==> src/rtl/dm_pkg.sv <==
// Shared types and helpers for data_memory_param.
//   dm_state_e  : clear/ready state of the post-reset zeroing sweep
//   byte_merge  : overlay byte-enabled lanes of a new word onto an old word
//   byte_parity : per-byte even-parity vector of a word
// The helpers work on DM_MAX_W-bit words. Callers zero-extend narrower words
// and truncate the result. DATA_W must not exceed DM_MAX_W.
package dm_pkg;

  localparam int DM_MAX_W = 512;
  localparam int DM_MAX_B = DM_MAX_W / 8;

  typedef enum logic [0:0] {
    DM_CLEAR = 1'b0,
    DM_READY = 1'b1
  } dm_state_e;

  function automatic logic [DM_MAX_W-1:0] byte_merge(
    input logic [DM_MAX_W-1:0] old_w,
    input logic [DM_MAX_W-1:0] new_w,
    input logic [DM_MAX_B-1:0] be
  );
    logic [DM_MAX_W-1:0] res;
    res = old_w;
    for (int i = 0; i < DM_MAX_B; i++) begin
      if (be[i]) res[8*i +: 8] = new_w[8*i +: 8];
    end
    return res;
  endfunction

  // Even parity: the stored bit makes byte plus bit hold an even count of ones.
  function automatic logic [DM_MAX_B-1:0] byte_parity(input logic [DM_MAX_W-1:0] w);
    logic [DM_MAX_B-1:0] p;
    for (int i = 0; i < DM_MAX_B; i++) p[i] = ^w[8*i +: 8];
    return p;
  endfunction

endpackage

==> src/rtl/dm_clear_ctrl.sv <==
// Post-reset clear sequencer for data_memory_param.
// Ports:
//   i_clk      rising-edge clock
//   i_rst_n    synchronous active-low reset
//   o_busy     high while the zeroing sweep runs
//   o_clr_we   write enable for the zero write of the current index
//   o_clr_idx  word index being cleared this cycle
// The sweep visits indices 0..DEPTH-1, one per cycle. Asserting reset mid-sweep
// restarts it from index 0.
module dm_clear_ctrl
  import dm_pkg::*;
#(
  parameter int DEPTH = 64,
  parameter int IDX_W = (DEPTH > 1) ? $clog2(DEPTH) : 1
) (
  input  logic             i_clk,
  input  logic             i_rst_n,
  output logic             o_busy,
  output logic             o_clr_we,
  output logic [IDX_W-1:0] o_clr_idx
);

  dm_state_e        r_state;
  logic [IDX_W-1:0] r_idx;

  always_ff @(posedge i_clk) begin
    if (!i_rst_n) begin
      r_state <= DM_CLEAR;
      r_idx   <= '0;
    end else if (r_state == DM_CLEAR) begin
      if (r_idx == IDX_W'(DEPTH - 1)) begin
        r_state <= DM_READY;
        r_idx   <= '0;
      end else begin
        r_idx <= r_idx + 1'b1;
      end
    end
  end

  assign o_busy    = (r_state == DM_CLEAR);
  assign o_clr_we  = (r_state == DM_CLEAR);
  assign o_clr_idx = r_idx;

endmodule

==> src/rtl/data_memory_param.sv <==
// Parametrised data memory for the MEM stage. It has one write port and one
// read port, with byte strobes and a 1-cycle registered read. A write and a
// read to the same address in one cycle forward the post-write word. Requests
// to addresses >= DEPTH are flagged, and a zeroing sweep runs after reset.
// Ports:
//   clk, reset (sync, active-low)
//   MemWrite, write_address, Write_data, byte_en   write port
//   MemRead, read_address                          read request
//   MemData_out, read_valid                        registered read result
//   busy                                           clear sweep in progress
//   addr_err                                       pulse for previous-cycle out-of-range request
//   parity_err, perr_inject                        present only when DM_PARITY_EN is defined
// Build option: `define DM_PARITY_EN adds per-byte even parity storage and checking.
module data_memory_param
  import dm_pkg::*;
#(
  parameter int DATA_W = 32,
  parameter int DEPTH  = 64,
  parameter int ADDR_W = 32
) (
  input  logic                clk,
  input  logic                reset,
  input  logic                MemWrite,
  input  logic                MemRead,
  input  logic [ADDR_W-1:0]   write_address,
  input  logic [ADDR_W-1:0]   read_address,
  input  logic [DATA_W-1:0]   Write_data,
  input  logic [DATA_W/8-1:0] byte_en,
  output logic [DATA_W-1:0]   MemData_out,
  output logic                read_valid,
  output logic                busy,
  output logic                addr_err
`ifdef DM_PARITY_EN
  ,
  output logic                parity_err,
  input  logic                perr_inject
`endif
);

  localparam int NB    = DATA_W / 8;
  localparam int IDX_W = (DEPTH > 1) ? $clog2(DEPTH) : 1;

  logic [DATA_W-1:0] r_mem [DEPTH];

  logic              w_busy;
  logic              w_clr_we;
  logic [IDX_W-1:0]  w_clr_idx;

  logic              w_wr_ok;
  logic              w_rd_ok;
  logic              w_wr_go;
  logic              w_fwd;
  logic [IDX_W-1:0]  w_wr_idx;
  logic [IDX_W-1:0]  w_rd_idx;
  logic [DATA_W-1:0] w_merged;
  logic [DATA_W-1:0] w_rd_word;

  logic [DATA_W-1:0] r_rdata_p1;
  logic              vld_p1;
  logic              r_aerr_p1;

  dm_clear_ctrl #(.DEPTH(DEPTH), .IDX_W(IDX_W)) u_clear (
    .i_clk     (clk),
    .i_rst_n   (reset),
    .o_busy    (w_busy),
    .o_clr_we  (w_clr_we),
    .o_clr_idx (w_clr_idx)
  );

  // Range checks use the full port width, so high address bits never alias.
  always_comb begin
    w_wr_ok   = (64'(write_address) < 64'(DEPTH));
    w_rd_ok   = (64'(read_address)  < 64'(DEPTH));
    w_wr_idx  = write_address[IDX_W-1:0];
    w_rd_idx  = read_address[IDX_W-1:0];
    w_wr_go   = reset && !w_busy && MemWrite && w_wr_ok;
    w_fwd     = w_wr_go && MemRead && (write_address == read_address);
    w_merged  = DATA_W'(byte_merge(DM_MAX_W'(r_mem[w_wr_idx]), DM_MAX_W'(Write_data),
                                   DM_MAX_B'(byte_en)));
    w_rd_word = w_fwd ? w_merged : r_mem[w_rd_idx];
  end

  // Storage: the clear sweep takes priority, and user writes only land when ready.
  always_ff @(posedge clk) begin
    if (reset && w_clr_we) begin
      r_mem[w_clr_idx] <= '0;
    end else if (w_wr_go) begin
      r_mem[w_wr_idx] <= w_merged;
    end
  end

  // ---- stage p1: registered read result and error pulse ----
  always_ff @(posedge clk) begin
    if (!reset) begin
      r_rdata_p1 <= '0;
      vld_p1     <= 1'b0;
      r_aerr_p1  <= 1'b0;
    end else if (w_busy) begin
      r_rdata_p1 <= '0;
      vld_p1     <= 1'b0;
      r_aerr_p1  <= 1'b0;
    end else begin
      vld_p1    <= MemRead;
      r_aerr_p1 <= (MemWrite && !w_wr_ok) || (MemRead && !w_rd_ok);
      if (MemRead) r_rdata_p1 <= w_rd_ok ? w_rd_word : '0;
    end
  end

  assign MemData_out = r_rdata_p1;
  assign read_valid  = vld_p1;
  assign busy        = w_busy;
  assign addr_err    = r_aerr_p1;

`ifdef DM_PARITY_EN
  logic [NB-1:0] r_par [DEPTH];
  logic [NB-1:0] w_par_new;
  logic [NB-1:0] w_par_merged;
  logic [NB-1:0] w_rd_par;
  logic          r_perr_p1;

  // Enabled lanes take the fresh parity, optionally inverted for fault injection.
  always_comb begin
    w_par_new    = NB'(byte_parity(DM_MAX_W'(Write_data))) ^ {NB{perr_inject}};
    w_par_merged = r_par[w_wr_idx];
    for (int i = 0; i < NB; i++) begin
      if (byte_en[i]) w_par_merged[i] = w_par_new[i];
    end
    w_rd_par = w_fwd ? w_par_merged : r_par[w_rd_idx];
  end

  always_ff @(posedge clk) begin
    if (reset && w_clr_we) begin
      r_par[w_clr_idx] <= NB'(byte_parity('0));
    end else if (w_wr_go) begin
      r_par[w_wr_idx] <= w_par_merged;
    end
  end

  always_ff @(posedge clk) begin
    if (!reset || w_busy) begin
      r_perr_p1 <= 1'b0;
    end else begin
      r_perr_p1 <= MemRead && w_rd_ok &&
                   (|(NB'(byte_parity(DM_MAX_W'(w_rd_word))) ^ w_rd_par));
    end
  end

  assign parity_err = r_perr_p1;
`endif

endmodule
==> config.mk <==
export PLATFORM = sky130hd
export DESIGN_NAME = data_memory_param
export DESIGN_NICKNAME = d
export VERILOG_FILES = /design/src/rtl/dm_pkg.sv /design/src/rtl/dm_clear_ctrl.sv /design/src/rtl/data_memory_param.sv
export SDC_FILE = /design/constraint.sdc
export NUM_CORES = 2
export LEC_CHECK = 0
export ABC_CLOCK_PERIOD_IN_PS = 6200
export CORE_UTILIZATION = 59
export CTS_BUF_LIST = sky130_fd_sc_hd__clkbuf_8
export DETAILED_ROUTE_END_ITERATION = 10
export PLACE_DENSITY_LB_ADDON = 0.12
export SLEW_MARGIN = 15
export SYNTH_ARGS = -nofsm -noshare
export SYNTH_HDL_FRONTEND = slang
export SYNTH_SLANG_ARGS = --single-unit
==> constraint.sdc <==
create_clock -name clk -period 6.2 [get_ports clk]
set_input_delay 0.93 -clock clk [delete_from_list [all_inputs] [get_ports clk]]
set_output_delay 0.93 -clock clk [all_outputs]
set_load 0.05 [all_outputs]
Yosys cells after proc, flatten, opt, wreduce, memory -nomap -nowiden
Memory sizes are Yosys's and may differ from the RTL's.
Index checks and enable logic that the tools add are counted.
{ "classes": {"addsub": 1, "magnitude_cmp": 2, "eq_ne": 2, "mux": 17, "bitwise": 1, "reduce_logical": 13} }
{ "ops": {"columns": ["op", "count"], "rows": [
  ["32-bit 2-to-1 mux", 3],
  ["32-bit by 7-bit < comparator with 1-bit output, second input constant", 2],
  ["32-bit equality test", 1],
  ["8-bit 2-to-1 mux", 4],
  ["32-bit OR reduction", 1],
  ["6-bit 2-to-1 mux", 2],
  ["1-bit logical AND", 8],
  ["1-bit 2-to-1 mux", 8],
  ["6-bit by 1-bit adder with 6-bit output, second input constant", 1],
  ["6-bit equality test, second input constant", 1],
  ["1-bit zero test", 2],
  ["2-bit AND reduction", 1],
  ["1-bit logical OR", 1],
  ["1-bit NOT", 1]
]} }
{ "word_totals": {"regBits": 41, "ramBits": 2048, "input_bits": 104, "mem_count": 1} }
{ "memory_table": {"columns": ["memory", "depth", "word_bits", "read_ports", "rd_ports_with_merged_regs", "wr", "line", "source"], "rows": [
  ["r_mem", 64, 32, 2, 0, 1, "data_memory_param.sv:43", "logic [DATA_W-1:0] r_mem [DEPTH];"]
]} }

Longest topological paths before layout
{ "depth": {"depth_word": 8, "mapped_depth": 13} }

Hierarchy
Synthesis repeated with hierarchy kept, for this count alone.
{ "unflattened": {"hier_cells": 5411, "hier_area_um2": 97987.7} }
{ "modules_own_cells": {"columns": ["module", "n_inst", "cells_per_inst", "area_each_um2", "seq_area_each_um2"], "rows": [
  ["data_memory_param", 1, 5374, 97639.9, 62179.6],
  ["dm_clear_ctrl", 1, 37, 347.8, 140.1]
]} }

Least setup slack after synthesis
No wires, ideal clock.
{ "synth_path": {"path_kind": "input to register", "startpoint": "in write_address[0]", "endpoint": "mem r_mem[0][27] (data pin)", "setup_time_ps": 681, "t_arrival_ps": 5301, "t_required_ps": 5519, "path_slack_ps": 217, "cell_stages": 12, "path_buffers": 5, "cell_sequence": "clkbuf_2 > buf_4 > buf_4 > buf_4 > buf_2 > mux2i_1 > a221oi_1 > o21ai_0 > nand2_1 > mux4_2 > nor2_1 > nor3_1"} }
{ "synth_between": {"elab_chain_len": 7, "word_cells_on_any_way": 9, "classes_between": "1 x order compare; 5 x mux; 2 x reduce/logical; 1 x memory"} }
{ "synth_lines": {"columns": ["element", "line", "source"], "rows": [
  ["start, declared", "data_memory_param.sv:25", "input logic [ADDR_W-1:0] write_address,"],
  ["32-bit by 7-bit < comparator with 1-bit output", "data_memory_param.sv:72", "w_wr_ok = (64'(write_address) < 64'(DEPTH));"],
  ["1-bit logical AND", "data_memory_param.sv:76", "w_wr_go = reset && !w_busy && MemWrite && w_wr_ok;"],
  ["1-bit 2-to-1 mux", "data_memory_param.sv:87", "end else if (w_wr_go) begin"],
  ["1-bit 2-to-1 mux", "data_memory_param.sv:85", "if (reset && w_clr_we) begin"],
  ["1-bit 2-to-1 mux (implied by the code)", "data_memory_param.sv:88", "r_mem[w_wr_idx] <= w_merged;"],
  ["32-bit OR reduction (no line)", null, null],
  ["32-bit 2-to-1 mux (no line) (*)", null, null],
  ["end, declared", "data_memory_param.sv:43", null]
]} }
Mark *: on every way between the ends. The rest lies on a longest branch, timed or not.

Worst setup path after layout
{ "layout_path": {"startpoint": "in reset", "endpoint": "mem r_mem[60][10], enable pin"} }
{ "layout_between": {"elab_chain_len": 8, "word_cells_on_any_way": 12, "classes_between": "7 x mux; 5 x reduce/logical"} }
{ "layout_lines": {"columns": ["element", "line", "source"], "rows": [
  ["start, declared", "data_memory_param.sv:22", "input logic reset,"],
  ["1-bit logical AND (3 in a row)", "data_memory_param.sv:76", null],
  ["1-bit 2-to-1 mux", "data_memory_param.sv:87", null],
  ["1-bit 2-to-1 mux", "data_memory_param.sv:85", null],
  ["1-bit 2-to-1 mux (implied by the code)", "data_memory_param.sv:88", null],
  ["32-bit OR reduction (no line)", null, null],
  ["6-bit 2-to-1 mux (no line) / 1-bit 2-to-1 mux (equally long branches)", null, null]
]} }
Several ways; a longest one is shown, not always the timed one.

==> flow_summary_export.csv <==
group,metric,value,unit
run_status,status,"finished with violations",
run_status,violations,"design-rule violations",
setup_path,endpoint_kind,"flop",
setup_path,r2r_slack,1.44,ns
setup_path,worstPathRequired,6.94,ns
clock_tree,clock_sinks,2089,
grt,grt_remaining_overflow,0,
routing,detail-route-antenna-nets,0,
finish,fill_cells,11000,
finish,drive_gt1_frac,0.315,
sta,tns,0,ns
power_and_ir_drop,p_leak,37.0,nW
synthesis,synth_edf_count,2048,
sta,period_minus_slack,4.78,ns
sta,rsz0062_at_grt,"no",
routing,drc_errors,60,
clock_tree,cts_root_buf,"clkbuf_8",
synthesis,seq_area_frac_synth,0.636,
floorplan,ios,139,
setup_path,r2r_start,"u_clear.r_state$_SDFF_PN0_",
sta,worstMarginPinSlew,1.38,ns
sta,holdWs,0.490,ns
sta,setup_violations,0,
routing,drtPass1Iterations,9,
setup_path,path_cells,"clkdlybuf4s50_1 -> and2_1 -> nand2_1 -> nor4_4 -> a22oi_1 -> o32a_1 -> nor2_4 -> buf_4",
routing,vias,63200,
power_and_ir_drop,vdd_drop_max,0.253,mV
flow_run,cap_violations,0,
sta,final-max-slew-violation-count,0,
power_and_ir_drop,finalPower,29.1,mW
synthesis,avgSynthCellArea,18.7,um^2
floorplan,core,0.165,mm^2
routing,wire_per_inst,43.3,um
setup_path,critical_path.top_delay_family,"simple AND/OR/NAND/NOR gates",
setup_path,critPathMaxStageDelay,1.11,ns
finish,fin_util,0.670,
placement,gp_congestion,0.978,
placement,dpl.hpwl,225,mm
finish,nets,5727,
synthesis,synth.distinct_cells,79,
synthesis,netlist_area,0.0981,mm^2
setup_path,arrival,5.51,ns
setup_path,critPathBufInv,2,
sta,hold_violations,0,
routing,routed_wl,350,mm
sta,fin_ws,1.42,ns
synthesis,yosys_warnings,0,
grt,grt_max_degree,110,
setup_path,cp-start-kind,"input port",
grt,use_met3,0.148,
sta,maxSlewHeadroom,0.0783,
placement,detailed_place.area,0.104,mm^2
grt,use_met1,0.571,
setup_path,critPathSlowestCell,"nor2_4",
floorplan,rows,149,
clock_tree,cts_tree,"done",
setup_path,reg2reg_depth,7,
clock_tree,cts_buffers,351,
sta,max_freq,209,MHz
synthesis,netlist_instances,5240,
routing,via_per_inst,7.82,
finish,stdcell_count,8071,
setup_path,r2r_end,"r_mem[60][10]$_DFFE_PP_",
grt,top_usage_layer,"met2",
placement,post-place-ws,0.535,ns
floorplan,dieWidth,410,um
synthesis,syn_nets,5345,
sta,skew,0.0496,ns
setup_path,setup.worst_path.class,"input port to flop",
grt,grt.total_usage,0.418,
hold_path,holdPathEnd,"addr_err$_SDFF_PN0_",
power_and_ir_drop,p_per_area,263,mW/mm^2
clock_tree,clockBufferDepth,4,
synthesis,synthFlopType,"edfxtp_1",
grt,antenna_found_initial,14,
floorplan,start_util,0.594,
synthesis,async_flop_share,0,
clock_tree,cts.htree.levels,5,
hold_path,hold_path_class,"input port to flop",
clock_tree,ctsHoldBuffers,0,
grt,grt_first_pass_wirelength,479,mm
grt,use_met2,0.595,
sta,post-route-period-util,0.770,
clock_tree,clkTransAtPathRegs,0.06,ns
routing,drt_first_iter_violations,11700,
hold_path,hold_depth,3,
grt,first_global_vias,60600,
placement,portBuffers,138,
finish,area_growth,12.7,%
synthesis,ys_seq_elements,2089,
placement,dp.cells,7453,
clock_tree,cts_setup_buffers,0,
floorplan,fp.dieH,410,um
setup_path,crit_fanout,23,
clock_tree,cts_resized,0,
hold_path,hold_start,"MemWrite",
finish,stdcell_area,0.110,mm^2
floorplan,die-area,0.168,mm^2
clock_tree,insertion_delay,1.08,ns
registers in the layout, indices dropped and copies added, names as in the netlist:
name,flops
r_mem,2048
addr_err,1
u_clear.o_clr_idx,6
u_clear.r_state,1
MemData_out,32
read_valid,1
power breakdown:
group | total (mW) | internal, mW | switching (mW)
Sequential | 15.3 | 15.3 | 0.0198
Clock | 11.4 | 5.82 | 5.63
Combinational | 2.29 | 0.825 | 1.47
worst reg2reg max path, delay by kind of cell, from the launching register on:
| kind | cells | cell delay (ns) |
|---|---|---|
| AO/OA/AOI/OAI | 2 | 1.05 |
| buffers and inverters | 1 | 0.42 |
| flip-flops | 1 | 0.69 |
| AND/OR/NAND/NOR | 4 | 2.28 |
synth_stat cells, types with 13 or more instances:
master        n  share of area
edfxtp_1   2048           0.63
mux4_2      921           0.21
mux2i_1     367          0.037
clkbuf_1    220         0.0084
a221oi_1    153          0.014
nor2_1      149         0.0057
nand2_1     136         0.0052
a22oi_1     132          0.010
o21ai_0     132         0.0067
a21oi_1     123         0.0063
buf_2        83         0.0042
buf_4        69         0.0053
a22o_1       63         0.0056
o22ai_1      49         0.0031
buf_1        42         0.0016
dfxtp_1      41         0.0084
nor3_1       38         0.0019
nor4_1       31         0.0020
xor2_1       31         0.0028
nor2b_1      27         0.0017
mux2_2       26         0.0030
nand3_1      26         0.0013
a31oi_1      22         0.0014
nand2b_1     20         0.0013
o211ai_1     20         0.0015
a211oi_1     18         0.0014
and2_1       18         0.0011
a221o_1      17         0.0017
o31ai_1      17         0.0013
buf_6        15         0.0017
o2111ai_1    13         0.0012
final cells by class:
cell class | instances | area, um^2 | area share
clock buffers | 367 | 5050 | 0.0457
diodes | 13 | 32.5 | 0.000294
flip-flops and latches | 2089 | 62300 | 0.564
clock inverters | 233 | 1190 | 0.0107
well taps | 2189 | 2740 | 0.0248
multi-input cells | 2705 | 34400 | 0.312
inverters | 15 | 66.3 | 0.000600
repair buffers | 460 | 4670 | 0.0423
kinds of logic (layout without fill, tap and decap cells):
family                     after synthesis  in the layout  synth area share
AOI/OAI and AO/OA                      864            864            0.0631
xor gates and xnor gates                34             34           0.00304
adders and majority gates                1              1          0.000128
buffers and inverters                  446           1075            0.0220
DFF                                   2089           2089             0.636
muxes                                 1314           1314             0.252
other                                    0             13                 0
and+or+nand+nor                        492            492            0.0242
worst max-delay path by stage:
stage | from | endpoint | slack [ns] | depth (start not counted)
2_1_floorplan | write_address[0] | r_mem[0][27]$_DFFE_PP_ | 0.22 | 12
3_3_place_gp | write_address[25] | r_mem[49][5]$_DFFE_PP_ | 0.54 | 8
3_5_place_dp | write_address[25] | r_mem[60][5]$_DFFE_PP_ | 0.53 | 8
4_1_cts | write_address[25] | r_mem[60][10]$_DFFE_PP_ | 1.63 | 8
5_1_grt | write_address[25] | r_mem[60][10]$_DFFE_PP_ | 1.43 | 8
6_report | reset | r_mem[60][10]$_DFFE_PP_ | 1.42 | 8
layer usage:
metal,wire [um],vias to the layer above
met3,55400,1075
met1,120000,32700
met4,21400,10
met5,66,-
met2,153000,5811
li1,-,23500
cells in the final DEF (no fill, tap or decap), drive strengths merged, types with 18 or more instances in the layout:
master / count
edfxtp: 2048
o211ai: 20
a22oi: 132
nor2: 149
mux2i: 367
xor2: 31
inv: 110
clkinv: 124
nand2b: 20
mux4: 921
clkdlybuf4s50: 123
and2: 19
clkbuf: 371
nor2b: 27
dfxtp: 41
o21ai: 139
nor4: 34
buf: 333
a21oi: 123
nor3: 42
a22o: 63
nand2: 136
mux2: 26
nand3: 26
a211oi: 18
o22ai: 49
a31oi: 22
a221oi: 153
Power figures use the tool's default switching activity.
